<file path="config.mk">
export PLATFORM = sky130hd
export DESIGN_NAME = common_lru_way_allocator
export DESIGN_NICKNAME = d
export VERILOG_FILES = /design/src/rtl/common_lru_way_allocator_pkg.sv /design/src/rtl/common_lru_plru_tree.sv /design/src/rtl/common_lru_way_allocator.sv
export SDC_FILE = /design/constraint.sdc
export NUM_CORES = 1
export LEC_CHECK = 0
export CAP_MARGIN = 20
export CORE_ASPECT_RATIO = 2
export CORE_UTILIZATION = 25
export CTS_BUF_LIST = sky130_fd_sc_hd__clkbuf_16
export CTS_CLUSTER_SIZE = 8
export DETAILED_ROUTE_END_ITERATION = 12
export SYNTH_ARGS = -nofsm -noshare
export SYNTH_HDL_FRONTEND = slang
export SYNTH_SLANG_ARGS = --single-unit
</file>
<file path="constraint.sdc">
create_clock -name clk -period 2.8 [get_ports clk]
set_input_delay 0.28 -clock clk [delete_from_list [all_inputs] [get_ports clk]]
set_output_delay 0.28 -clock clk [all_outputs]
set_load 0.05 [all_outputs]
</file>
<file path="src/rtl/common_lru_way_allocator_pkg.sv">
`default_nettype none
// ============================================================================
//  Module      : common_lru_way_allocator_pkg
//  Description : Shared FSM state encoding and way-count derivation for the
//                LRU way allocator and its pseudo-LRU tree.
//  Revision    : 1.0 - initial release
// ============================================================================
package common_lru_way_allocator_pkg;

    // Allocator FSM states
    typedef enum logic {
        IDLE  = 1'b0,
        GRANT = 1'b1
    } alloc_state_e;

    // Number of ways from its log2
    function automatic int way_count(input int way_count_log2);
        return 1 << way_count_log2;
    endfunction

endpackage
`default_nettype wire

</file>
<file path="src/rtl/common_lru_plru_tree.sv">
`default_nettype none
// ============================================================================
//  Module      : common_lru_plru_tree
//  Description : Tree pseudo-LRU state of W-1 node bits. A node bit of 0
//                points the victim at its lower-index child. A touch moves
//                every node on the touched way's path to point away from it.
//  Revision    : 1.0 - initial release
// ============================================================================
module common_lru_plru_tree
    import common_lru_way_allocator_pkg::*;
#(
    parameter int WAY_COUNT_LOG2 = 2,
    localparam int c_WAY_COUNT = way_count(WAY_COUNT_LOG2)
) (
    input  logic                   clk,
    input  logic                   reset,
    input  logic                   clear,
    input  logic                   touch_en,
    input  logic [c_WAY_COUNT-1:0] touch_way,
    output logic [c_WAY_COUNT-1:0] victim
);

    // Heap layout: node n has children 2n+1 (left) and 2n+2 (right)
    logic [c_WAY_COUNT-2:0] r_node;
    logic [c_WAY_COUNT-2:0] w_node_en;
    logic [c_WAY_COUNT-2:0] w_node_val;

    // Per-node update enable (touched subtree) and new value (left half touched)
    for (genvar l = 0; l < WAY_COUNT_LOG2; l++) begin : g_level
        for (genvar k = 0; k < (1 << l); k++) begin : g_node
            localparam int c_SPAN = c_WAY_COUNT >> l;
            localparam int c_BASE = k * c_SPAN;
            localparam int c_IDX  = (1 << l) - 1 + k;
            assign w_node_en[c_IDX]  = touch_en & (|touch_way[c_BASE +: c_SPAN]);
            assign w_node_val[c_IDX] = |touch_way[c_BASE +: (c_SPAN / 2)];
        end
    end

    // Node flops: clear wins over touch
    always_ff @(posedge clk or negedge reset) begin
        if (!reset) begin
            r_node <= '0;
        end else if (clear) begin
            r_node <= '0;
        end else begin
            r_node <= (r_node & ~w_node_en) | (w_node_val & w_node_en);
        end
    end

    // A way is the victim when every node on its path points toward it
    for (genvar w = 0; w < c_WAY_COUNT; w++) begin : g_way
        logic [WAY_COUNT_LOG2-1:0] w_match;
        for (genvar l = 0; l < WAY_COUNT_LOG2; l++) begin : g_path
            localparam int c_IDX = (1 << l) - 1 + (w >> (WAY_COUNT_LOG2 - l));
            localparam bit c_DIR = ((w >> (WAY_COUNT_LOG2 - 1 - l)) & 1) != 0;
            assign w_match[l] = (r_node[c_IDX] == c_DIR);
        end
        assign victim[w] = &w_match;
    end

endmodule
`default_nettype wire

</file>
<file path="src/rtl/common_lru_way_allocator.sv">
`default_nettype none
// ============================================================================
//  Module      : common_lru_way_allocator
//  Description : Victim-way allocator for a single fully-associative set.
//                Prefers the lowest invalid way, falls back to the PLRU
//                victim, and holds the grant until fill done or abort.
//  Revision    : 1.0 - initial release
// ============================================================================
module common_lru_way_allocator
    import common_lru_way_allocator_pkg::*;
#(
    parameter int WAY_COUNT_LOG2 = 2,
    localparam int c_WAY_COUNT = way_count(WAY_COUNT_LOG2)
) (
    input  logic                   clk,
    input  logic                   reset,
    input  logic                   touch_en,
    input  logic [c_WAY_COUNT-1:0] touch_way,
    input  logic                   alloc_req,
    output logic                   alloc_gnt,
    output logic [c_WAY_COUNT-1:0] alloc_way,
    input  logic                   fill_done,
    input  logic                   fill_abort,
    input  logic                   inv_en,
    input  logic [c_WAY_COUNT-1:0] inv_way,
    input  logic                   flush,
    output logic [c_WAY_COUNT-1:0] valid_q,
    output logic                   busy
);

    alloc_state_e           r_state;
    alloc_state_e           w_state_next;
    logic [c_WAY_COUNT-1:0] r_valid;
    logic [c_WAY_COUNT-1:0] r_victim;
    logic [c_WAY_COUNT-1:0] w_valid_next;
    logic [c_WAY_COUNT-1:0] w_victim_next;
    logic [c_WAY_COUNT-1:0] w_first_invalid;
    logic [c_WAY_COUNT-1:0] w_tree_victim;
    logic [c_WAY_COUNT-1:0] w_select;
    logic [c_WAY_COUNT-1:0] w_tree_touch_way;
    logic                   w_tree_touch_en;
    logic                   w_start;
    logic                   w_done;
    logic                   w_abort;
    logic                   w_touch_ok;

    common_lru_plru_tree #(
        .WAY_COUNT_LOG2 (WAY_COUNT_LOG2)
    ) u_tree (
        .clk       (clk),
        .reset     (reset),
        .clear     (flush),
        .touch_en  (w_tree_touch_en),
        .touch_way (w_tree_touch_way),
        .victim    (w_tree_victim)
    );

    // Lowest invalid way (isolate lowest zero bit), else the PLRU victim
    always_comb begin
        w_first_invalid = ~r_valid & (r_valid + c_WAY_COUNT'(1));
        w_select        = (&r_valid) ? w_tree_victim : w_first_invalid;
    end

    // Next-state, valid/victim update and tree-touch arbitration
    always_comb begin
        w_state_next     = r_state;
        w_valid_next     = r_valid;
        w_victim_next    = r_victim;
        w_start          = (r_state == IDLE) && alloc_req;
        w_done           = (r_state == GRANT) && fill_done;
        w_abort          = (r_state == GRANT) && fill_abort && !fill_done;
        // Touches of invalid ways (including the in-flight victim) are dropped
        w_touch_ok       = touch_en && (|(touch_way & r_valid));
        // A completing fill owns the tree port for that cycle
        w_tree_touch_en  = w_done || w_touch_ok;
        w_tree_touch_way = w_done ? r_victim : touch_way;

        case (r_state)
            IDLE:    if (w_start) w_state_next = GRANT;
            GRANT:   if (w_done || w_abort) w_state_next = IDLE;
            default: w_state_next = IDLE;
        endcase

        if (w_start) begin
            w_victim_next = w_select;
            w_valid_next  = w_valid_next & ~w_select;
        end
        if (w_done) begin
            w_valid_next = w_valid_next | r_victim;
        end
        // Invalidate applied last so it beats a same-cycle fill
        if (inv_en) begin
            w_valid_next = w_valid_next & ~inv_way;
        end

        if (flush) begin
            w_state_next  = IDLE;
            w_valid_next  = '0;
            w_victim_next = '0;
        end
    end

    // State, valid and victim registers
    always_ff @(posedge clk or negedge reset) begin
        if (!reset) begin
            r_state  <= IDLE;
            r_valid  <= '0;
            r_victim <= '0;
        end else begin
            r_state  <= w_state_next;
            r_valid  <= w_valid_next;
            r_victim <= w_victim_next;
        end
    end

    assign alloc_gnt = (r_state == GRANT);
    assign busy      = (r_state == GRANT);
    assign alloc_way = (r_state == GRANT) ? r_victim : '0;
    assign valid_q   = r_valid;

endmodule
`default_nettype wire

</file>
Yosys cells after proc, flatten, opt, wreduce, memory -nomap -nowiden --
Cells that the tools add are included.
Word-level totals: register bits 12, bits in latches 0, memory bits (writable) 0, memory bits (read-only) 0, input port bits 16, output and inout port bits 10, logic and storage cells 56, memories 0
Cells by class: add/sub/neg operators 1, $mul 0, divide/modulo/power cells 0, $lt $le $gt $ge 0, equal/unequal tests 0, shift-type cells 0, multiplexer cells 14, bitwise operators 19, reduce and logical (&&, ||, !) cells 18
Operators with widths (count):
- $mux 4 | 9
- $and 4x4->4 | 4
- $not 4->4 | 3
- $reduce_and 2->1 | 4
- $reduce_or 4->1 | 2
- $and 3x3->3 | 2
- $logic_and 1x1->1 | 5
- $add 4x1->4 const B | 1
- $not 1->1 | 4
- $or 4x4->4 | 1
- $reduce_and 4->1 | 1
- $reduce_or 2->1 | 2
- $and 1x1->1 | 3
- $mux 1 | 3
- $mux 3 | 1
- $not 3->3 | 1
- $or 3x3->3 | 1
- $logic_or 1x1->1 | 2
- $pmux 1 s2 | 1
- $reduce_bool 2->1 | 1
- $logic_not 1->1 | 1

Logic depth before layout (Yosys ltp) --
depth in word-level cells 11, gate-level depth with buffers 5, gate-level depth less buffers 4

Hierarchy --
Synthesis repeated with hierarchy kept, for this count alone.
Second synthesis, totals: cell total of the unflattened synthesis 80, area total of the unflattened synthesis 718.2 um2
By module, submodules not included:
- common_lru_way_allocator | instances 1, cells an instance 63, area an instance 554.3 um2, sequential area each 225.2 um2
- common_lru_plru_tree | instances 1, cells an instance 17, area an instance 163.9 um2, sequential area each 75.1 um2

Worst setup path before layout --
OpenSTA, ideal clock, no wires.
path kind register -> register, from reg r_state, in the netlist alloc_gnt, to reg u_tree.r_node[2], library setup time 0.125 ns, arrival 1.560 ns, data required time 2.675 ns, setup slack 1.115 ns, stages on the path, launching flop included 5, path buffers 1, clock period less this slack 1.685 ns, cell sequence dfrtp_1 > and2_4 > buf_6 > o31ai_2 > mux2_4
On the way: longest elaborated chain between the ends 8, elaborated cells on any way between the ends 10, those cells by class mux (2); bitwise (5); reduce/logical (3)
Ends and longest elaborated chain:
- from (decl) | line common_lru_way_allocator.sv:31 | alloc_state_e r_state;
- from (signal assigned) | line common_lru_way_allocator.sv:110 | r_state <= w_state_next;
- $logic_and 1x1->1 * | line common_lru_way_allocator.sv:70 | w_done = (r_state == GRANT) && fill_done;
- $mux 4 | line common_lru_way_allocator.sv:76 | w_tree_touch_way = w_done ? r_victim : touch_way;
- $reduce_or 2->1 | line common_lru_plru_tree.sv:34 | assign w_node_en[c_IDX] = touch_en & (|touch_way[c_BASE +: c_SPAN]);
- $and 1x1->1 | line common_lru_plru_tree.sv:34
- $not 3->3 | line common_lru_plru_tree.sv:46 | r_node <= (r_node & ~w_node_en) | (w_node_val & w_node_en);
- $and 3x3->3 | line common_lru_plru_tree.sv:46
- $or 3x3->3 * | line common_lru_plru_tree.sv:46
- $mux 3 * | line common_lru_plru_tree.sv:43 | end else if (clear) begin
- to (signal assigned) | line common_lru_plru_tree.sv:46
- to (decl) | line common_lru_plru_tree.sv:24 | logic [c_WAY_COUNT-2:0] r_node;
Every way passes the cells marked *; elsewhere a longest branch is shown, timed or not. A chain may end at the register's enable or synchronous reset.

Final worst setup path --
from reg r_state, in the netlist alloc_gnt, to out alloc_way[3]
On the way: longest elaborated chain between the ends 1
Ends and longest elaborated chain:
- $mux 4 | line common_lru_way_allocator.sv:118 | assign alloc_way = (r_state == GRANT) ? r_victim : '0;
- to (decl) | line common_lru_way_allocator.sv:21 | output logic [c_WAY_COUNT-1:0] alloc_way,
Every way passes these cells.

==> out/results.tsv <==
metric	value	unit
status	finished clean	
netlist_area	737.0	um^2
detailed_place_hpwl	1.499	mm
ys_seq_area_frac	0.4075	
yosysTopAreaCellShare	0.4075	
fmax	501.0	MHz
clkLatencyLatePin	0.24	ns
grt_use_total	0.1539	
ys_ff_latch	12	
clk_pin_slew	0.04	ns
setup_viol	0	
worstSetupEndpointType	output port	
io_pins	26	
numPortBuffers	25	
ys_types	34	
fin_tns_setup	0	ns
wl_per_cell	15.40	um
finalCritPeriodShare	0.7129	
finalPower	0.5221	mW
worst_pin_slew	0.5806	ns
criticalPathCategory	reg -> out	
cp_slowest_cell	clkdlybuf4s50_1	
power.density	483.6	nW/um^2
slew_viol_final	0	
cts_resized	0	
final_layout_size_suffix_gt1_frac	0.08654	
dr.pass1.iters	4	
num_rows	27	
cts.htree.levels	1	
drv_cap	0	
die_area	3182	um^2
cp_data_required_time	2.52	ns
path_cells	and2_1, clkdlybuf4s50_1	
peakVddDrop	0.2760	mV
fp.dieH	78.78	um
async_flop_share	1.000	
wirelength	2.048	mm
dr.first_iter.drc_count	34	
post-synth-top-count-cell	dfrtp_1	
root_buffer	clkbuf_16	
crit_fanout	12	
synth_top_area_cell	dfrtp_1	
place_congestion	0.7555	
crit_arrival	1.72	ns
die_x	40.39	um
finClkSkew	0.002689	ns
fillerInstances	298	
start_util	0.2660	
post_cts_buffers	0	
grt_antenna_before_repair	0	
synth_cells	78	
vias	738	
drc_errors	0	
ant_nets	0	
cts_hold_buf	0	
num_antenna_cells	0	
grt_pass1_vias	749	
synthTopCellsByCount	dfrtp_1 (12), a21oi_1 (8), nand2_1 (7)	
maxSlewHeadroom	0.6117	
avgViaCountPerCell	5.549	
numCtsBuffers	3	
overflow	0	
netlist_top_cells_area	dfrtp_1 (41%), a21oi_1 (5.4%), nand2_1 (3.6%)	
avgSynthCellArea	9.448	um^2
synth-edff-count	0	
synthFlopType	dfrtp_1	
hold_violations	0	
core-area	2770	um^2
nets	121	
startpoint_type	flop	
min_path_type	in -> async	
clockBufferDepth	2	
finalCriticalPeriod	1.996	ns
area_growth_syn_to_layout	46.52	%
rsz0062_at_grt	no	
yosysWarnings	0	
grt_pass1_wl	3.422	mm
synth_nets	94	
cts_tree	built	
cpPeakStageDelay	0.80	ns
p_leak	0.4213	nW
grt_max_degree	15	
clock-sinks	12	
==> cell type report <==
cell class / count / area, um^2 / share of cell area
clock inverter: 1 / 3.754 / 0.003476
sequential: 12 / 300.3 / 0.2781
multi-input combinational: 60 / 402.9 / 0.3731
timing repair buffer: 25 / 250.2 / 0.2317
inverter: 3 / 11.26 / 0.01043
clock buffer: 3 / 75.07 / 0.06952
tap: 29 / 36.28 / 0.03360
==> metal layers <==
metal | share of wire | vias up | global-route usage
met3 | 0.055 | 7 | 0.04469
li1 | - | 346 | -
met4 | 0.027 | 0 | 0.07000
met2 | 0.51 | 28 | 0.2381
met1 | 0.40 | 357 | 0.1860
met5 | 0 | - | 0
==> power by group <==
| group | switching (mW) | leakage, nW | total [mW] | internal [mW] |
|---|---|---|---|---|
| registers | 0.00697 | 0.165 | 0.185 | 0.178 |
| clock network | 0.0774 | 0.0385 | 0.266 | 0.188 |
| logic | 0.0370 | 0.218 | 0.0711 | 0.0342 |
==> worst max-delay path, delay by kind of cell, from the launching register on <==
family,cells,cell delay [ns]
AND/OR/NAND/NOR,1,0.18
buffers and inverters,1,0.80
flip-flops,1,0.49
==> placed cells by master, fill, tap and decap left out, drive strengths merged <==
| cell type | netlist | routed |
|---|---|---|
| clkdlybuf4s50 | 0 | 25 |
| dfrtp | 12 | 12 |
| a21oi | 8 | 8 |
| nand2 | 7 | 7 |
| o21ai | 6 | 6 |
| nor2 | 5 | 5 |
| and2 | 5 | 5 |
| a221oi | 3 | 3 |
| inv | 3 | 3 |
| clkbuf | 1 | 3 |
| nor2b | 2 | 2 |
| a31oi | 2 | 2 |
| a22o | 2 | 2 |
| nand2b | 2 | 2 |
| mux2i | 2 | 2 |
| a211oi | 2 | 2 |
| nand4 | 1 | 1 |
| nand3b | 1 | 1 |
| and4bb | 1 | 1 |
| a211o | 1 | 1 |
| and3 | 1 | 1 |
| o311ai | 1 | 1 |
| o31a | 1 | 1 |
| o31ai | 1 | 1 |
| mux2 | 1 | 1 |
| or3b | 1 | 1 |
| a311o | 1 | 1 |
| a21o | 1 | 1 |
| nor3 | 1 | 1 |
| a311oi | 1 | 1 |
| clkinv | 0 | 1 |
==> final timing paths <==
path / from / to / slack [ns] / cells after the start
setup / recovery: alloc_gnt / alloc_way[3] / 0.80 / 2
hold / removal: reset / valid_q[0] / 0.41 / 1
setup reg to reg: alloc_gnt / valid_q[2] / 1.27 / 4
hold reg to reg: u_tree.r_node[1] / valid_q[1] / 0.57 / 1
max in group asynchronous: reset / r_victim[0] / 2.01 / 1
min in group clk: u_tree.r_node[1] / valid_q[1] / 0.57 / 1
==> logic make-up (layout without fill, tap and decap cells) <==
family	count (synthesis)	after routing	synth area share
AND/OR/NAND/NOR	27	27	0.2037
multiplexers	3	3	0.04753
buffers and inverters	6	32	0.04584
AO/OA/AOI/OAI	30	30	0.2954
flip-flops	12	12	0.4075
==> sequential cells by signal, summed over array words and instances, names as in the netlist <==
register       count
r_victim           4
alloc_gnt          1
u_tree.r_node      3
valid_q            4
==> metrics by stage <==
step / instance area, um^2 / hold slack (ns) / instances / setup slack (ns) / utilization
after CTS: 1080 / 0.4214 / 133 / 0.7852 / 0.3898
after detailed placement: 1001 / 0.5587 / 129 / 0.9870 / 0.3613
after global placement: 1001 / 0.5577 / 129 / 1.005 / 0.3613
after floorplan: 737.0 / -0.01559 / 78 / 1.115 / -
after global routing: 1080 / 0.4620 / 133 / 0.7341 / 0.3898
final: 1080 / 0.4126 / 133 / 0.8039 / 0.3898
No activity file was read; power rests on OpenSTA's default activity.
